File: src/rtl/axis_pkt_ctrl_pkg.sv
// Shared types and default widths for the axis_pkt_ctrl packet sequencer.
package axis_pkt_ctrl_pkg;

    typedef enum logic [1:0] {
        IDLE  = 2'd0,
        RUN   = 2'd1,
        GAP   = 2'd2,
        FLUSH = 2'd3
    } state_e;

    localparam int DEF_LEN_W    = 16;
    localparam int DEF_CNT_W    = 16;
    localparam int DEF_GAP_W    = 8;
    localparam int STAT_BEATS_W = 32;

endpackage

File: src/rtl/axis_out_reg.sv
// One-entry AXI-Stream output register: load when empty or draining, hold while
// stalled, and clear strobes/last once the beat has been taken.
module axis_out_reg
    import axis_pkt_ctrl_pkg::*;
#(
    parameter int DATA_SIZE = 32
) (
    input  logic                   clk_i,
    input  logic                   rst_i,
    input  logic                   load_i,
    input  logic [DATA_SIZE-1:0]   data_i,
    input  logic                   last_i,
    input  logic                   ready_i,
    output logic [DATA_SIZE-1:0]   tdata_o,
    output logic [DATA_SIZE/8-1:0] tstrb_o,
    output logic                   tvalid_o,
    output logic                   tlast_o
);

    logic [DATA_SIZE-1:0]   tdata_q, tdata_d;
    logic [DATA_SIZE/8-1:0] tstrb_q, tstrb_d;
    logic                   tvalid_q, tvalid_d;
    logic                   tlast_q, tlast_d;

    always_comb begin
        tdata_d  = tdata_q;
        tstrb_d  = tstrb_q;
        tvalid_d = tvalid_q;
        tlast_d  = tlast_q;
        if (load_i) begin
            tdata_d  = data_i;
            tstrb_d  = '1;
            tvalid_d = 1'b1;
            tlast_d  = last_i;
        end else if (tvalid_q && ready_i) begin
            // Data is left as-is on drain; only the qualifiers are cleared.
            tstrb_d  = '0;
            tvalid_d = 1'b0;
            tlast_d  = 1'b0;
        end
    end

    always_ff @(posedge clk_i) begin
        if (rst_i) begin
            tdata_q  <= '0;
            tstrb_q  <= '0;
            tvalid_q <= 1'b0;
            tlast_q  <= 1'b0;
        end else begin
            tdata_q  <= tdata_d;
            tstrb_q  <= tstrb_d;
            tvalid_q <= tvalid_d;
            tlast_q  <= tlast_d;
        end
    end

    assign tdata_o  = tdata_q;
    assign tstrb_o  = tstrb_q;
    assign tvalid_o = tvalid_q;
    assign tlast_o  = tlast_q;

endmodule

File: src/rtl/axis_pkt_ctrl.sv
// Packet sequencer: forwards cfg_pkt_count packets of cfg_pkt_len beats with cfg_gap idle
// cycles between them. Define AXIS_PKT_CTRL_STATS_EN to add stat_beats/stat_pkts outputs.
module axis_pkt_ctrl
    import axis_pkt_ctrl_pkg::*;
#(
    parameter int DATA_SIZE = 32,
    parameter int LEN_W     = DEF_LEN_W,
    parameter int CNT_W     = DEF_CNT_W,
    parameter int GAP_W     = DEF_GAP_W
) (
    input  logic                   axis_aclk,
    input  logic                   axis_areset,
    input  logic                   cfg_start,
    input  logic                   cfg_abort,
    input  logic [LEN_W-1:0]       cfg_pkt_len,
    input  logic [CNT_W-1:0]       cfg_pkt_count,
    input  logic [GAP_W-1:0]       cfg_gap,
    output logic                   src_enable,
    input  logic [DATA_SIZE-1:0]   s00_axis_tdata,
    input  logic                   s00_axis_tvalid,
    output logic                   s00_axis_tready,
    output logic [DATA_SIZE-1:0]   m00_axis_tdata,
    output logic [DATA_SIZE/8-1:0] m00_axis_tstrb,
    output logic                   m00_axis_tvalid,
    input  logic                   m00_axis_tready,
    output logic                   m00_axis_tlast,
    output logic                   busy,
    output logic                   done,
    output logic                   aborted,
    output logic                   cfg_err
`ifdef AXIS_PKT_CTRL_STATS_EN
    ,
    output logic [STAT_BEATS_W-1:0] stat_beats,
    output logic [CNT_W-1:0]        stat_pkts
`endif
);

    state_e             state_q, state_d;
    logic [LEN_W-1:0]   len_q, len_d, beat_q, beat_d;
    logic [CNT_W-1:0]   count_q, count_d, pkt_q, pkt_d;
    logic [GAP_W-1:0]   gap_q, gap_d, gap_cnt_q, gap_cnt_d;
    logic               aborted_q, aborted_d;
    logic               done_q, done_d;
    logic               cfg_err_q, cfg_err_d;
    logic               start_ok, accept, last_beat;

    assign start_ok  = (state_q == IDLE) && cfg_start && (cfg_pkt_len != '0) && (cfg_pkt_count != '0);
    assign accept    = s00_axis_tvalid && s00_axis_tready;
    assign last_beat = (beat_q == len_q - LEN_W'(1));

    assign src_enable      = (state_q == RUN);
    assign s00_axis_tready = (state_q == RUN) && (!m00_axis_tvalid || m00_axis_tready);
    assign busy            = (state_q != IDLE);
    assign done            = done_q;
    assign aborted         = aborted_q;
    assign cfg_err         = cfg_err_q;

    always_comb begin
        state_d   = state_q;
        len_d     = len_q;
        count_d   = count_q;
        gap_d     = gap_q;
        beat_d    = beat_q;
        pkt_d     = pkt_q;
        gap_cnt_d = gap_cnt_q;
        aborted_d = aborted_q;
        done_d    = 1'b0;
        cfg_err_d = 1'b0;
        case (state_q)
            IDLE: begin
                if (start_ok) begin
                    len_d     = cfg_pkt_len;
                    count_d   = cfg_pkt_count;
                    gap_d     = cfg_gap;
                    beat_d    = '0;
                    pkt_d     = '0;
                    gap_cnt_d = '0;
                    aborted_d = 1'b0;
                    state_d   = RUN;
                end else if (cfg_start) begin
                    cfg_err_d = 1'b1;
                end
            end
            RUN: begin
                if (accept) begin
                    if (last_beat) begin
                        beat_d = '0;
                        pkt_d  = pkt_q + CNT_W'(1);
                        if (pkt_q == count_q - CNT_W'(1)) begin
                            state_d = FLUSH;
                        end else if (gap_q != '0) begin
                            state_d   = GAP;
                            gap_cnt_d = gap_q;
                        end
                    end else begin
                        beat_d = beat_q + LEN_W'(1);
                    end
                end
                // A coincident abort still lets this cycle's beat through but wins the transition.
                if (cfg_abort) begin
                    state_d   = FLUSH;
                    aborted_d = 1'b1;
                end
            end
            GAP: begin
                if (cfg_abort) begin
                    state_d   = FLUSH;
                    aborted_d = 1'b1;
                end else if (gap_cnt_q == GAP_W'(1)) begin
                    state_d   = RUN;
                    gap_cnt_d = '0;
                end else begin
                    gap_cnt_d = gap_cnt_q - GAP_W'(1);
                end
            end
            FLUSH: begin
                if (!m00_axis_tvalid || m00_axis_tready) begin
                    state_d = IDLE;
                    done_d  = 1'b1;
                end
            end
            default: state_d = IDLE;
        endcase
    end

    always_ff @(posedge axis_aclk) begin
        if (axis_areset) begin
            state_q   <= IDLE;
            len_q     <= '0;
            count_q   <= '0;
            gap_q     <= '0;
            beat_q    <= '0;
            pkt_q     <= '0;
            gap_cnt_q <= '0;
            aborted_q <= 1'b0;
            done_q    <= 1'b0;
            cfg_err_q <= 1'b0;
        end else begin
            state_q   <= state_d;
            len_q     <= len_d;
            count_q   <= count_d;
            gap_q     <= gap_d;
            beat_q    <= beat_d;
            pkt_q     <= pkt_d;
            gap_cnt_q <= gap_cnt_d;
            aborted_q <= aborted_d;
            done_q    <= done_d;
            cfg_err_q <= cfg_err_d;
        end
    end

    axis_out_reg #(
        .DATA_SIZE(DATA_SIZE)
    ) u_out_reg (
        .clk_i    (axis_aclk),
        .rst_i    (axis_areset),
        .load_i   (accept),
        .data_i   (s00_axis_tdata),
        .last_i   (last_beat),
        .ready_i  (m00_axis_tready),
        .tdata_o  (m00_axis_tdata),
        .tstrb_o  (m00_axis_tstrb),
        .tvalid_o (m00_axis_tvalid),
        .tlast_o  (m00_axis_tlast)
    );

`ifdef AXIS_PKT_CTRL_STATS_EN
    logic [STAT_BEATS_W-1:0] stat_beats_q;
    logic [CNT_W-1:0]        stat_pkts_q;
    logic                    out_hs;

    assign out_hs = m00_axis_tvalid && m00_axis_tready;

    always_ff @(posedge axis_aclk) begin
        if (axis_areset || start_ok) begin
            stat_beats_q <= '0;
            stat_pkts_q  <= '0;
        end else if (out_hs) begin
            if (!(&stat_beats_q)) stat_beats_q <= stat_beats_q + STAT_BEATS_W'(1);
            if (m00_axis_tlast && !(&stat_pkts_q)) stat_pkts_q <= stat_pkts_q + CNT_W'(1);
        end
    end

    assign stat_beats = stat_beats_q;
    assign stat_pkts  = stat_pkts_q;
`endif

endmodule

File: config.mk
export PLATFORM = sky130hd
export DESIGN_NAME = axis_pkt_ctrl
export DESIGN_NICKNAME = d
export VERILOG_FILES = /design/src/rtl/axis_pkt_ctrl_pkg.sv /design/src/rtl/axis_out_reg.sv /design/src/rtl/axis_pkt_ctrl.sv
export SDC_FILE = /design/constraint.sdc
export NUM_CORES = 1
export LEC_CHECK = 0
export ABC_AREA = 1
export BUFFER_PORTS_ARGS = -buffer_cell sky130_fd_sc_hd__buf_4
export CAP_MARGIN = 20
export CORE_MARGIN = 3
export CORE_UTILIZATION = 31
export DETAILED_ROUTE_END_ITERATION = 10
export GPL_TIMING_DRIVEN = 0
export SYNTH_ARGS = -nofsm -noshare
export SYNTH_HDL_FRONTEND = slang
export SYNTH_SLANG_ARGS = --single-unit
File: constraint.sdc
create_clock -name axis_aclk -period 5.8 [get_ports axis_aclk]
set_clock_uncertainty 0.15 [all_clocks]
set_input_delay 1.16 -clock axis_aclk [delete_from_list [all_inputs] [get_ports axis_aclk]]
set_output_delay 1.16 -clock axis_aclk [all_outputs]
set_load 0.02 [all_outputs]
==> results.md, run 1 <==
Cells and area:
- The top cell types in the final layout, fill and taps aside, are sky130_fd_sc_hd__nand2_1 (318), sky130_fd_sc_hd__buf_4 (125), sky130_fd_sc_hd__dfxtp_1 (119).
- The most frequent standard cell in the layout excluding fill and tap cells is sky130_fd_sc_hd__nand2_1.
- The post-route netlist has 18.9% of its cells at a drive strength greater than 1.
- The multi-input combinational cells in the finished layout cover a total of 3910 um^2.
- 0 antenna diodes ended up in the layout.
- The layout has 2282 filler cells.
- From synthesis to final layout, the design area changed by 26.4%.
- The count of cells in the finished layout, fillers not included, comes to 1480.
- The area occupied by registers is 2380 um^2.
- The number of nets in the layout is 1281.

Clock tree:
- Clock tree synthesis selected as its root buffer the cell sky130_fd_sc_hd__clkbuf_16.
- The clock passes through at most 2 buffers.
- In this run the number of H-tree levels came out at 4.
- The clock tree from TritonCTS is built.
- After clock tree synthesis, the clock-pin slew on the worst setup and hold paths is 60 ps.
- The clock network latency to the later pin of the worst-skew pair is 410 ps.
- After clock tree synthesis, the flow added hold-fix buffers numbering 0.
- In this run, CTS created clock tree buffers numbering 17.
- The tree built by TritonCTS fans out to 119 sinks.
- The count of cells resized by post-cts repair is 0.
- The count of buffers added by post-CTS timing repair for setup is 0.

Place:
- The number of buffer cells added on primary ports is 120.
- At the end of routability-driven placement, the weighted congestion stood at 0.902.
- Once placement completed, the tool counted placed cells totaling 1448.
- After legalization and detailed placement, the total HPWL measured 15.7 mm.

Power:
- VDD sags by at most 0.205 mV.
- In this run the power density over the cells is 437 nW/um^2.
- In this run the static leakage power is 3.82 nW.
- The design draws 3.81 mW.

Worst setup path:
- The type of origin of the critical path is an input port.
- In this run the worst setup path begins at cfg_pkt_len[7].
- The worst register-to-register path ends at beat_q[8].
- The worst reg-to-reg path cell count is 14.
- The launching point of the worst reg2reg path is state_q[1].
- For the worst setup path, the data required time is 5990 ps.
- The element type at the critical path end is a flop.
- The critical path data arrival time is 3300 ps.
- Of all nets on the critical path, the largest fanout is 10.
- The critical path is of the input port to flop type.
- The slack of the worst reg-to-reg path is 3100 ps.

Drt:
- The routed layout has 6905 vias.
- For this block, the routed nets add up to 20.1 mm of wire.
- In the final routed layout, each cell accounts on average for 13.6 um.
- The number of violations reported at the end of detailed-routing iteration 0 is 460.
- The mean number of vias per cell is 4.67.
- The number of DRC violations after detailed routing is 0.
- The number of optimization iterations in the first detailed-route pass is 5.
- The remaining number of nets flagged by the antenna check after routing is 0.

Hold path:
- The class of the tightest hold or removal check is flop to flop.
- The worst hold path terminates at u_out_reg.tdata_o[30].
- The startpoint of the tightest hold check path is u_out_reg.tdata_o[30].
- The worst hold path passes through 2 cells.

Timing:
- In this run the tightest slew margin relative to its limit is 54.2%.
- Setup repair after global routing left no endpoint under its margin.
- The share of the clock period used by the worst path after layout is 53.7%.
- Static timing analysis puts the maximum clock frequency at 321 MHz.
- Setup violations remaining at the end of the flow were counted as 0.
- The final count of pins violating max slew is 0.
- The minimum hold slack is 317 ps.
- The hold violation total from the final report is 0.
- The minimum period implied by the final worst setup slack is 3120 ps.
- The transition time of the tightest slew-check pin is 687 ps.
- In the final timing run, aggregate negative setup slack is 0 ps.

Synthesis:
- The count of distinct cell types in the synthesized netlist is 38.
- The gate count after technology mapping is 1053.
- For this run, the register share of the synthesized area comes to 34.6%.
- Of all flip-flops after synthesis, the portion carrying an async set or reset was 0%.
- The most used flip-flop cell after synthesis is sky130_fd_sc_hd__dfxtp_1.
- For this run, the number of Yosys warnings is 0.
- The number of nets in the synthesized netlist is 1142.
- The number of enable flip-flop cells after synthesis is 0.
- The synthesized netlist occupies a cell area of 6890 um^2.
- The post-synthesis sequential element count is 119.
- Averaged over all synthesized cells, the footprint is 6.54 um^2.

Global route:
- The global router's overall resource usage is 16.8%.
- The global-route wire length before repair is 32.8 mm.
- The initial antenna violation count is 0.
- The total overflow left after global routing is 0.
- The via count of the first global-routing pass is 6688.
- Entering global routing, the biggest net connects 17 pins.

Die:
- After floorplanning, the core was sized to cover 21400 um^2.
- 122 I/O pins were placed.
- The effective utilization at floorplan is 32.2%.
- The height of the die is 155 um.
- The floorplan step set the die width to 155 um.
- The floorplan die area is 24000 um^2.
- The floorplan has 53 rows.

Outcome:
- The flow ran to the end, and the final reports show no timing, DRC or antenna violations.

Run:
- Max-cap violations in this run came to 0.
[how the worst max path moves through the flow]
stage                       to  slack, ps  cells after the start
global route          len_q[9]       2480                      9
floorplan            beat_q[9]       2940                     11
detailed placement  count_q[8]       2260                      9
CTS                  len_q[15]       2670                      9
global placement     len_q[15]       2290                      9
finish                 cfg_err       2680                      9
[through the flow]
| step | area (um^2) | utilization [%] | worst slack (ps) |
|---|---|---|---|
| 2_1_floorplan | 6890 | - | 2940 |
| 3_3_place_gp | 8130 | 38.0 | 2290 |
| 3_5_place_dp | 8130 | 38.0 | 2260 |
| 4_1_cts | 8710 | 40.7 | 2670 |
| 5_1_grt | 8710 | 40.7 | 2480 |
| 6_report | 8710 | 40.7 | 2680 |
[area by class of cell]
| cell class | count | area share (%) |
|---|---|---|
| Clock buffer | 19 | 5.09 |
| Clock inverter | 13 | 1.51 |
| Multi-Input combinational cell | 788 | 44.9 |
| Buffer | 37 | 2.16 |
| Tap cell | 275 | 3.95 |
| Sequential cell | 119 | 27.4 |
| Timing Repair Buffer | 120 | 10.3 |
| Inverter | 109 | 4.70 |
[registers in the layout, indices dropped and copies added, names as in the netlist, 2 cells and up]
register / cells
u_out_reg.tdata_o: 32
beat_q: 16
count_q: 16
len_q: 16
pkt_q: 16
gap_cnt_q: 8
gap_q: 8
state_q: 2
[critical path, stage by stage]
cell	delay [ps]
sky130_fd_sc_hd__buf_4	130
sky130_fd_sc_hd__nor2_1	110
sky130_fd_sc_hd__nand4_1	180
sky130_fd_sc_hd__or2_2	330
sky130_fd_sc_hd__nand3_1	240
sky130_fd_sc_hd__clkbuf_1	390
sky130_fd_sc_hd__clkbuf_1	480
sky130_fd_sc_hd__nand3_1	130
sky130_fd_sc_hd__inv_1	150
[logic make-up (layout without fill, tap and decap cells)]
logic type	count (synthesis)	after routing	synth area share (%)
AND/OR/NAND/NOR	590	590	38.8
AO/OA/AOI/OAI	148	148	11.0
buffers and inverters	146	298	8.66
flip-flops	119	119	34.6
XOR/XNOR	39	39	4.96
adder cells (fa/ha/maj)	11	11	2.00
[cells in the mapped netlist (3+ instances only)]
library cell	count	share of area, %
sky130_fd_sc_hd__a21oi_1	96	7.0
sky130_fd_sc_hd__and2_1	3	0.27
sky130_fd_sc_hd__buf_2	3	0.22
sky130_fd_sc_hd__buf_4	5	0.55
sky130_fd_sc_hd__clkbuf_1	24	1.3
sky130_fd_sc_hd__dfxtp_1	119	35
sky130_fd_sc_hd__ha_1	11	2.0
sky130_fd_sc_hd__inv_1	103	5.6
sky130_fd_sc_hd__inv_2	4	0.22
sky130_fd_sc_hd__nand2_1	318	17
sky130_fd_sc_hd__nand2_2	11	1.0
sky130_fd_sc_hd__nand2_4	5	0.82
sky130_fd_sc_hd__nand3_1	57	4.1
sky130_fd_sc_hd__nand3_2	3	0.44
sky130_fd_sc_hd__nand3b_1	7	0.76
sky130_fd_sc_hd__nand4_1	15	1.4
sky130_fd_sc_hd__nor2_1	104	5.7
sky130_fd_sc_hd__nor2_2	27	2.5
sky130_fd_sc_hd__nor2_4	7	1.1
sky130_fd_sc_hd__nor3_1	17	1.2
sky130_fd_sc_hd__nor4_1	5	0.45
sky130_fd_sc_hd__o21ai_0	43	3.1
sky130_fd_sc_hd__o22ai_1	7	0.64
sky130_fd_sc_hd__or2_2	3	0.27
sky130_fd_sc_hd__xnor2_1	9	1.1
sky130_fd_sc_hd__xor2_1	30	3.8
[routing by layer]
| metal | GRT usage [%] | part of all wire, % |
|---|---|---|
| met4 | 4.54 | 1.4 |
| met5 | 0 | 0 |
| met1 | 21.5 | 46 |
| met3 | 5.20 | 6.6 |
| met2 | 27.5 | 46 |
[where the power goes]
group	switching [mW]	internal (mW)	leakage, nW	total (mW)
combinational	1.10	0.608	2.57	1.71
sequential	0.122	0.946	0.971	1.07
clock	0.390	0.640	0.282	1.03
No activity file was read; power rests on OpenSTA's default activity.
==> run 2: changes to the inputs <==
Clock period 5.8 ns to 2.7 ns, I/O delays scaled along.
==> results.md, run 2 (synthesis results as in run 1) <==
Outcome:
- The run finished with clean final reports.

Timing:
- For the pin with the worst max-slew slack, the measured transition is 665 ps.
- Timing would allow up to 401 MHz.
- The final count of pins violating max slew was 0.
- In this run the tightest slew margin relative to its limit is 55.7%.
- Dividing the final minimum period by the clock period gives 92.3%.
- Setup violations remaining at the end of the flow were counted as 0.
- The hold violation total from the final report is 0.
- After layout, the minimum clock period comes to 2490 ps.
- Setup repair after global routing left no endpoint under its margin.
- The minimum hold slack is 232 ps.

Die:
- The die covers 24000 um^2.
- The total I/O pin count is 122.
- The area inside the core boundary is 21400 um^2.
- The die is 155 um tall.
- The floorplan has 53 rows.
- The effective utilization at floorplan is 32.2%.
- The die is 155 um wide.

Place:
- Input and output buffers added on the ports amount to 120.
- The routability-driven placement congestion ratio is 0.902.
- The post-DP HPWL is 15.7 mm.

Worst setup path:
- Among the stages of the critical path, the cell type that occurs most often is sky130_fd_sc_hd__nand2_1.
- Walking the worst path, the cells encountered are inv_2, ha_2, nand2_1, nor2_1, nand2_1, nand2_1, nand3_1, nand2_1, nor2_2, nand2_2, nor2_4, nand2_2, nand2_4, nand3_4, nor2_4, buf_8, nand2_2, nand2_1, nor2_2.
- The maximum cell stage delay along the critical path is 420 ps.
- The cell with the biggest individual delay on the critical path is sky130_fd_sc_hd__dfxtp_1.
- STA classifies the critical path startpoint as a flop.
- The kind of critical path is flop to flop.
- The required time at the worst-slack endpoint is 2860 ps.
- STA classifies the critical path endpoint as a flop.
- Measured in cells, the most critical reg-to-reg path has a length of 19.
- The critical path data arrival time is 2650 ps.
- Of all nets on the critical path, the largest fanout is 10.

Cells and area:
- The layout cell share with drive strength beyond 1 is 20.5%.
- The net count of the finished layout is 1286.
- The library cells used most frequently in the layout, excluding fill and tap cells, are sky130_fd_sc_hd__nand2_1 (317), sky130_fd_sc_hd__buf_4 (130), sky130_fd_sc_hd__dfxtp_1 (118).
- Relative to the synthesized area, the layout overhead comes to 27.8%.
- The repair_antennas step left the layout with diodes totalling 0.
- The register with the most flip-flops in the layout has 32 of them.
- For this run, the share of the core covered by cells in the final layout is 41.1%.
- Leaving out fill and tap cells, the most frequent cell in the layout is sky130_fd_sc_hd__nand2_1.

Drt:
- The number of violations reported at the end of detailed-routing iteration 0 is 473.
- The post-detailed-routing wire length is 20.2 mm.
- The remaining number of nets flagged by the antenna check after routing is 0.
- In the routed design, unresolved DRC markers number 0.
- Summing over every cut layer, the via total after detailed routing is 6931.
- The number of optimization iterations in the first detailed-route pass is 5.
- After detailed routing, the average wire length per cell comes to 13.6 um.
- Using the TritonRoute via totals, the vias-per-cell ratio works out to 4.67.

Run:
- The tool flagged a number of max-cap violations equal to 0.

Global route:
- The initial antenna violation count is 0.
- The global-route wire length before repair is 32.8 mm.
- Global routing consumed, on the met2 layer, 27.5% of the routing resources.
- Global routing consumed, on the met1 layer, 21.5% of the routing resources.
- The total grt overflow is 0.
- The largest net degree at the start of global routing is 17.
- Across every metal layer, demand over resource in global routing totals 16.8%.
- The busiest metal layer after global routing is met2.
- The global-route met3 utilization is 5.20%.
- The via count of the first global-routing pass is 6688.

Clock tree:
- The clock tree from TritonCTS is built.
- The clock passes through at most 2 buffers.
- The clock network latency to the later pin of the worst-skew pair is 410 ps.
- The number of H-tree branching levels is 4.
- The number of buffers added by the clock tree synthesis step is 17.
- The root buffer cell chosen for the clock tree is sky130_fd_sc_hd__clkbuf_16.
- The clock-pin transition on the worst setup and hold timing paths is 60 ps.
- The cts-stage hold buffer count is 0.
- The clock net in this run drives a total of 119 sinks.

Power:
- The largest vdd supply drop is 0.459 mV.
- For this design the ratio of total power to cell area is 949 nW/um^2.
- Summed over all cells, the static leakage comes to 3.87 nW.

Hold path:
- The tightest min-delay check is of the input port to flop type.
- Along the worst hold path, the cell count comes to 3.
[run 2: cell count changes in the layout (fill, tap and decap cells not counted), moves of 2 or more]
cell / delta
sky130_fd_sc_hd__buf_4: +5
sky130_fd_sc_hd__clkbuf_1: -4
sky130_fd_sc_hd__clkbuf_2: +4
sky130_fd_sc_hd__ha_1: -2
sky130_fd_sc_hd__ha_2: +2
sky130_fd_sc_hd__nor2_1: -2
sky130_fd_sc_hd__nor3_1: -2
sky130_fd_sc_hd__nor3_2: +2
[run 2: what timing repair did]
item                                   CTS  global route
endpoints found under the hold margin    0             0
gates resized for setup                  1            24
setup buffers                            0             5
setup endpoints to repair                2            70
pin swaps                                0             2
[run 2: cell type report]
cell class                 count  area, um^2
fill                        2275       12600
multi-input combinational    788        3950
sequential                   119        2380
timing repair buffer         125         938
clock buffer                  19         443
inverter                     109         412
tap                          275         344
buffer                        37         199
clock inverter                13         131
[run 2: worst paths after layout]
path	start	end	slack (ps)
worst min-delay path	s00_axis_tdata[2]	u_out_reg.tdata_o[2]	230
worst min register to register	u_out_reg.tdata_o[30]	u_out_reg.tdata_o[30]	320
worst max register to register	len_q[0]	gap_cnt_q[5]	210
worst max-delay path	len_q[0]	gap_cnt_q[5]	210
[run 2: report_power, final]
part | switching [mW] | internal [mW] | leakage [nW]
Combinational | 2.42 | 1.41 | 2.61
Clock | 0.840 | 1.37 | 0.282
Sequential | 0.264 | 2.03 | 0.971
[run 2: worst max-delay path, delay by kind of cell (launching register included)]
family,cells,cell delay (ps)
simple gates,16,1330
flops,1,420
buf+inv,2,270
fa+ha+maj,1,220
[run 2: metal layers]
| metal | share of wire [%] | vias up | routed length [um] |
|---|---|---|---|
| met5 | 0 | - | 0 |
| met4 | 1.3 | 0 | 253 |
| met3 | 6.7 | 16 | 1350 |
| met2 | 46 | 176 | 9320 |
| met1 | 46 | 3098 | 9240 |
| li1 | - | 3641 | - |
[run 2: through the flow]
stage / worst slack, ps / power, mW / setup TNS, ps / cells / instance area [um^2]
after floorplan: 47.3 / 5.04 / 0 / 1053 / 6890
after global placement: -187 / 6.00 / -4050 / 1448 / 8130
after detailed placement: -224 / 6.02 / -4970 / 1448 / 8130
after CTS: 14.4 / 8.27 / 0 / 1480 / 8710
after global routing: 5.23 / 9.04 / 0 / 1485 / 8800
final: 209 / 8.35 / 0 / 1485 / 8800
==> run 3: changes to the inputs <==
Settings changed: SETUP_SLACK_MARGIN from default to 0.3.
==> results.md, run 3 (synthesis results as in run 1) <==
Outcome:
- The flow ran to the end, and the final reports show no timing, DRC or antenna violations.

Clock tree:
- CTS built an H-tree with a depth of 4.
- No sink is reached through more buffers than the 2 on the longest clock path.
- The clock-pin transition on the worst setup and hold timing paths is 60 ps.
- The number of buffers added by the clock tree synthesis step is 17.
- For this design, the CTS-stage hold fixing added 0 buffers.
- TritonCTS built the clock tree.
- The number of clock sinks is 119.
- In this run the clock root is driven by a sky130_fd_sc_hd__clkbuf_16.
- At the later pin of the worst-skew pair, clock insertion delay measures 420 ps.

Timing:
- Setup violations remaining at the end of the flow were counted as 0.
- Setup repair after global routing could not meet its margin everywhere.
- The final count of pins violating max slew is 0.
- The hold violation total from the final report is 0.
- The final worst setup slack is 326 ps.
- The transition time of the tightest slew-check pin is 690 ps.
- The minimum period implied by the final worst setup slack is 2370 ps.
- In this run the tightest slew margin relative to its limit is 54.0%.
- The share of the clock period used by the worst path after layout is 87.9%.
- The maximum frequency from static timing analysis is 421 MHz.

Worst setup path:
- Data arrives at the worst endpoint at 2580 ps.
- The biggest fanout along the worst timing path is 7.
- The type of origin of the critical path is a flop.
- The worst register-to-register path begins at len_q[0].
- The required time at the worst-slack endpoint is 2910 ps.
- The worst setup path is captured at a flop.
- Setup slack on the worst reg-to-reg path comes out at 330 ps.
- The number of cells on the worst reg-to-reg path is 18.
- The critical path in this run is classified as flop to flop.
- The reg-to-reg endpoint is gap_cnt_q[2].

Die:
- The die width is 155 um.
- The die covers 24000 um^2.
- In this run the vertical extent of the chip is 155 um.
- The effective utilization at floorplan is 32.2%.
- During I/O placement, the number of pins put on the boundary was 122.
- The floorplan row count is 53.
- The area inside the core boundary is 21400 um^2.

Power:
- The share of total power dissipated in the clock network is 24.5%.
- Internal power comes to 5.57 mW.
- For this design the total switching power over the nets is 3.96 mW.
- Combinational cells account for 50.9% of the total power.
- The power share of the sequential group is 24.6%.
- The net switching fraction of the power is 41.5%.
- After layout, the design draws a total of 9.52 mW.
- In this run the static leakage power is 4.13 nW.
- In this run the power density over the cells is 1000 nW/um^2.
- The largest vdd supply drop is 0.520 mV.

Drt:
- The routed length per placed instance is 13.7 um.
- The number of violations reported at the end of detailed-routing iteration 0 is 402.
- The total via count in the routed design is 7099.
- The number of DRC violations after detailed routing is 0.
- In this run the remaining antenna-violating nets after routing total 0.
- For this run, the detailed router's first-pass iteration total came to 5.
- The mean number of vias per cell is 4.68.
- The post-detailed-routing wire length is 20.8 mm.

Cells and area:
- The area growth from synthesis to layout is 37.6%.
- In the layout the commonest cells are sky130_fd_sc_hd__nand2_1 (300), sky130_fd_sc_hd__buf_4 (151), sky130_fd_sc_hd__dfxtp_1 (105).
- The flip-flop count of the largest register, all copies and words added is 32.
- The count of antenna diodes in the layout is 0.
- The layout cell share with drive strength beyond 1 is 26.9%.
- The final layout contains 1317 nets.
- The most frequent standard cell in the layout excluding fill and tap cells is sky130_fd_sc_hd__nand2_1.
- The final instance count without filler cells is 1516.
- Cells fill 44.3% of the core in the end.

Place:
- In this run, placement finished with an instance count of 1448.
- The routability-driven placement congestion ratio is 0.872.
- The post-DP HPWL is 15.6 mm.
- In this run the tool buffered the top-level ports with 120 buffer cells.
- Before CTS, the worst setup slack after placement is -239 ps.

Global route:
- The global router's overall resource usage is 17.0%.
- The via count of the first global-routing pass was 6721.
- The initial antenna violation count came to 0.
- The first global-routing pass estimated 33.1 mm of wire.
- Entering global routing, the biggest net connects 17 pins.
- Summed over all layers, the global routing overflow is 0.

Hold path:
- The worst hold path begins at s00_axis_tdata[1].
- The worst hold path cell count is 3.
- The path class of the tightest hold or removal check is input port to flop.
- The worst hold path terminates at u_out_reg.tdata_o[1].

Run:
- The max-cap check violation count is 0.
## run 3: cell count changes in the layout (fill, tap and decap cells not counted), sizes merged
cell,delta
buf,+31
clkinv,-5
clkinvlp,+2
bufinv,+1
clkbuf,+1
nand2,+1
## run 3: worst max-delay path by stage
stage | start | end | slack [ps] | depth (start not counted)
after floorplan | state_q[1] | beat_q[9] | 320 | 14
after global placement | cfg_pkt_len[7] | len_q[15] | -210 | 9
after detailed placement | cfg_pkt_len[7] | count_q[12] | -240 | 9
after CTS | len_q[0] | gap_cnt_q[0] | 300 | 18
after global routing | len_q[1] | gap_cnt_q[3] | 140 | 19
final | len_q[0] | gap_cnt_q[2] | 330 | 18
## run 3: area by class of cell
type / instances / area, um^2
tap: 275 / 344
timing repair buffer: 155 / 1240
sequential: 119 / 2400
fill: 2195 / 11900
clock buffer: 21 / 450
multi-input combinational: 789 / 4240
clock inverter: 11 / 149
buffer: 37 / 221
inverter: 109 / 425
## run 3: metal layers
| metal | vias to the layer above | wire [um] | global-route usage [%] |
|---|---|---|---|
| met3 | 28 | 1400 | 5.51 |
| li1 | 3697 | - | - |
| met5 | - | 0 | 0 |
| met1 | 3196 | 9240 | 21.3 |
| met2 | 178 | 9690 | 27.6 |
| met4 | 0 | 483 | 5.89 |
## run 3: stage by stage
| step | hold slack, ps | setup TNS, ps | area (um^2) |
|---|---|---|---|
| 6_report | 221 | 0 | 9480 |
| 3_5_place_dp | 309 | -5350 | 8150 |
| 5_1_grt | 214 | 0 | 9480 |
| 3_3_place_gp | 303 | -3940 | 8150 |
| 4_1_cts | 206 | 0 | 8930 |
| 2_1_floorplan | 289 | 0 | 6910 |
## run 3: power by group through the flow
stage / Sequential [mW] / Combinational [mW] / Clock [mW]
after floorplan: 2.35 / 2.71 / 0
after global placement: 2.33 / 3.67 / 0
after detailed placement: 2.34 / 3.70 / 0
after CTS: 2.31 / 4.02 / 2.38
after global routing: 2.38 / 5.35 / 2.46
final: 2.34 / 4.85 / 2.33
## run 3: what timing repair did
action                                  CTS  global route
cloned                                    1             1
gates resized for setup                  29            89
buffers inserted                          7            27
pin swaps                                 7            43
endpoints found under the setup margin   73            63
## run 3: worst max-delay path, cell delays in order, from the launching register on
cell	delay, ps
sky130_fd_sc_hd__dfxtp_4	340
sky130_fd_sc_hd__inv_4	80
sky130_fd_sc_hd__ha_4	180
sky130_fd_sc_hd__nand2_8	80
sky130_fd_sc_hd__nor2_8	170
sky130_fd_sc_hd__nand3_2	100
sky130_fd_sc_hd__nand2_2	90
sky130_fd_sc_hd__inv_2	30
sky130_fd_sc_hd__nor2_2	100
sky130_fd_sc_hd__nand2_2	70
sky130_fd_sc_hd__nor2_4	130
sky130_fd_sc_hd__nand2_4	90
sky130_fd_sc_hd__nand2_8	100
sky130_fd_sc_hd__nand3_4	70
sky130_fd_sc_hd__nor2_4	190
sky130_fd_sc_hd__buf_12	140
sky130_fd_sc_hd__buf_16	110
sky130_fd_sc_hd__nor2_2	30
sky130_fd_sc_hd__nor2_1	70
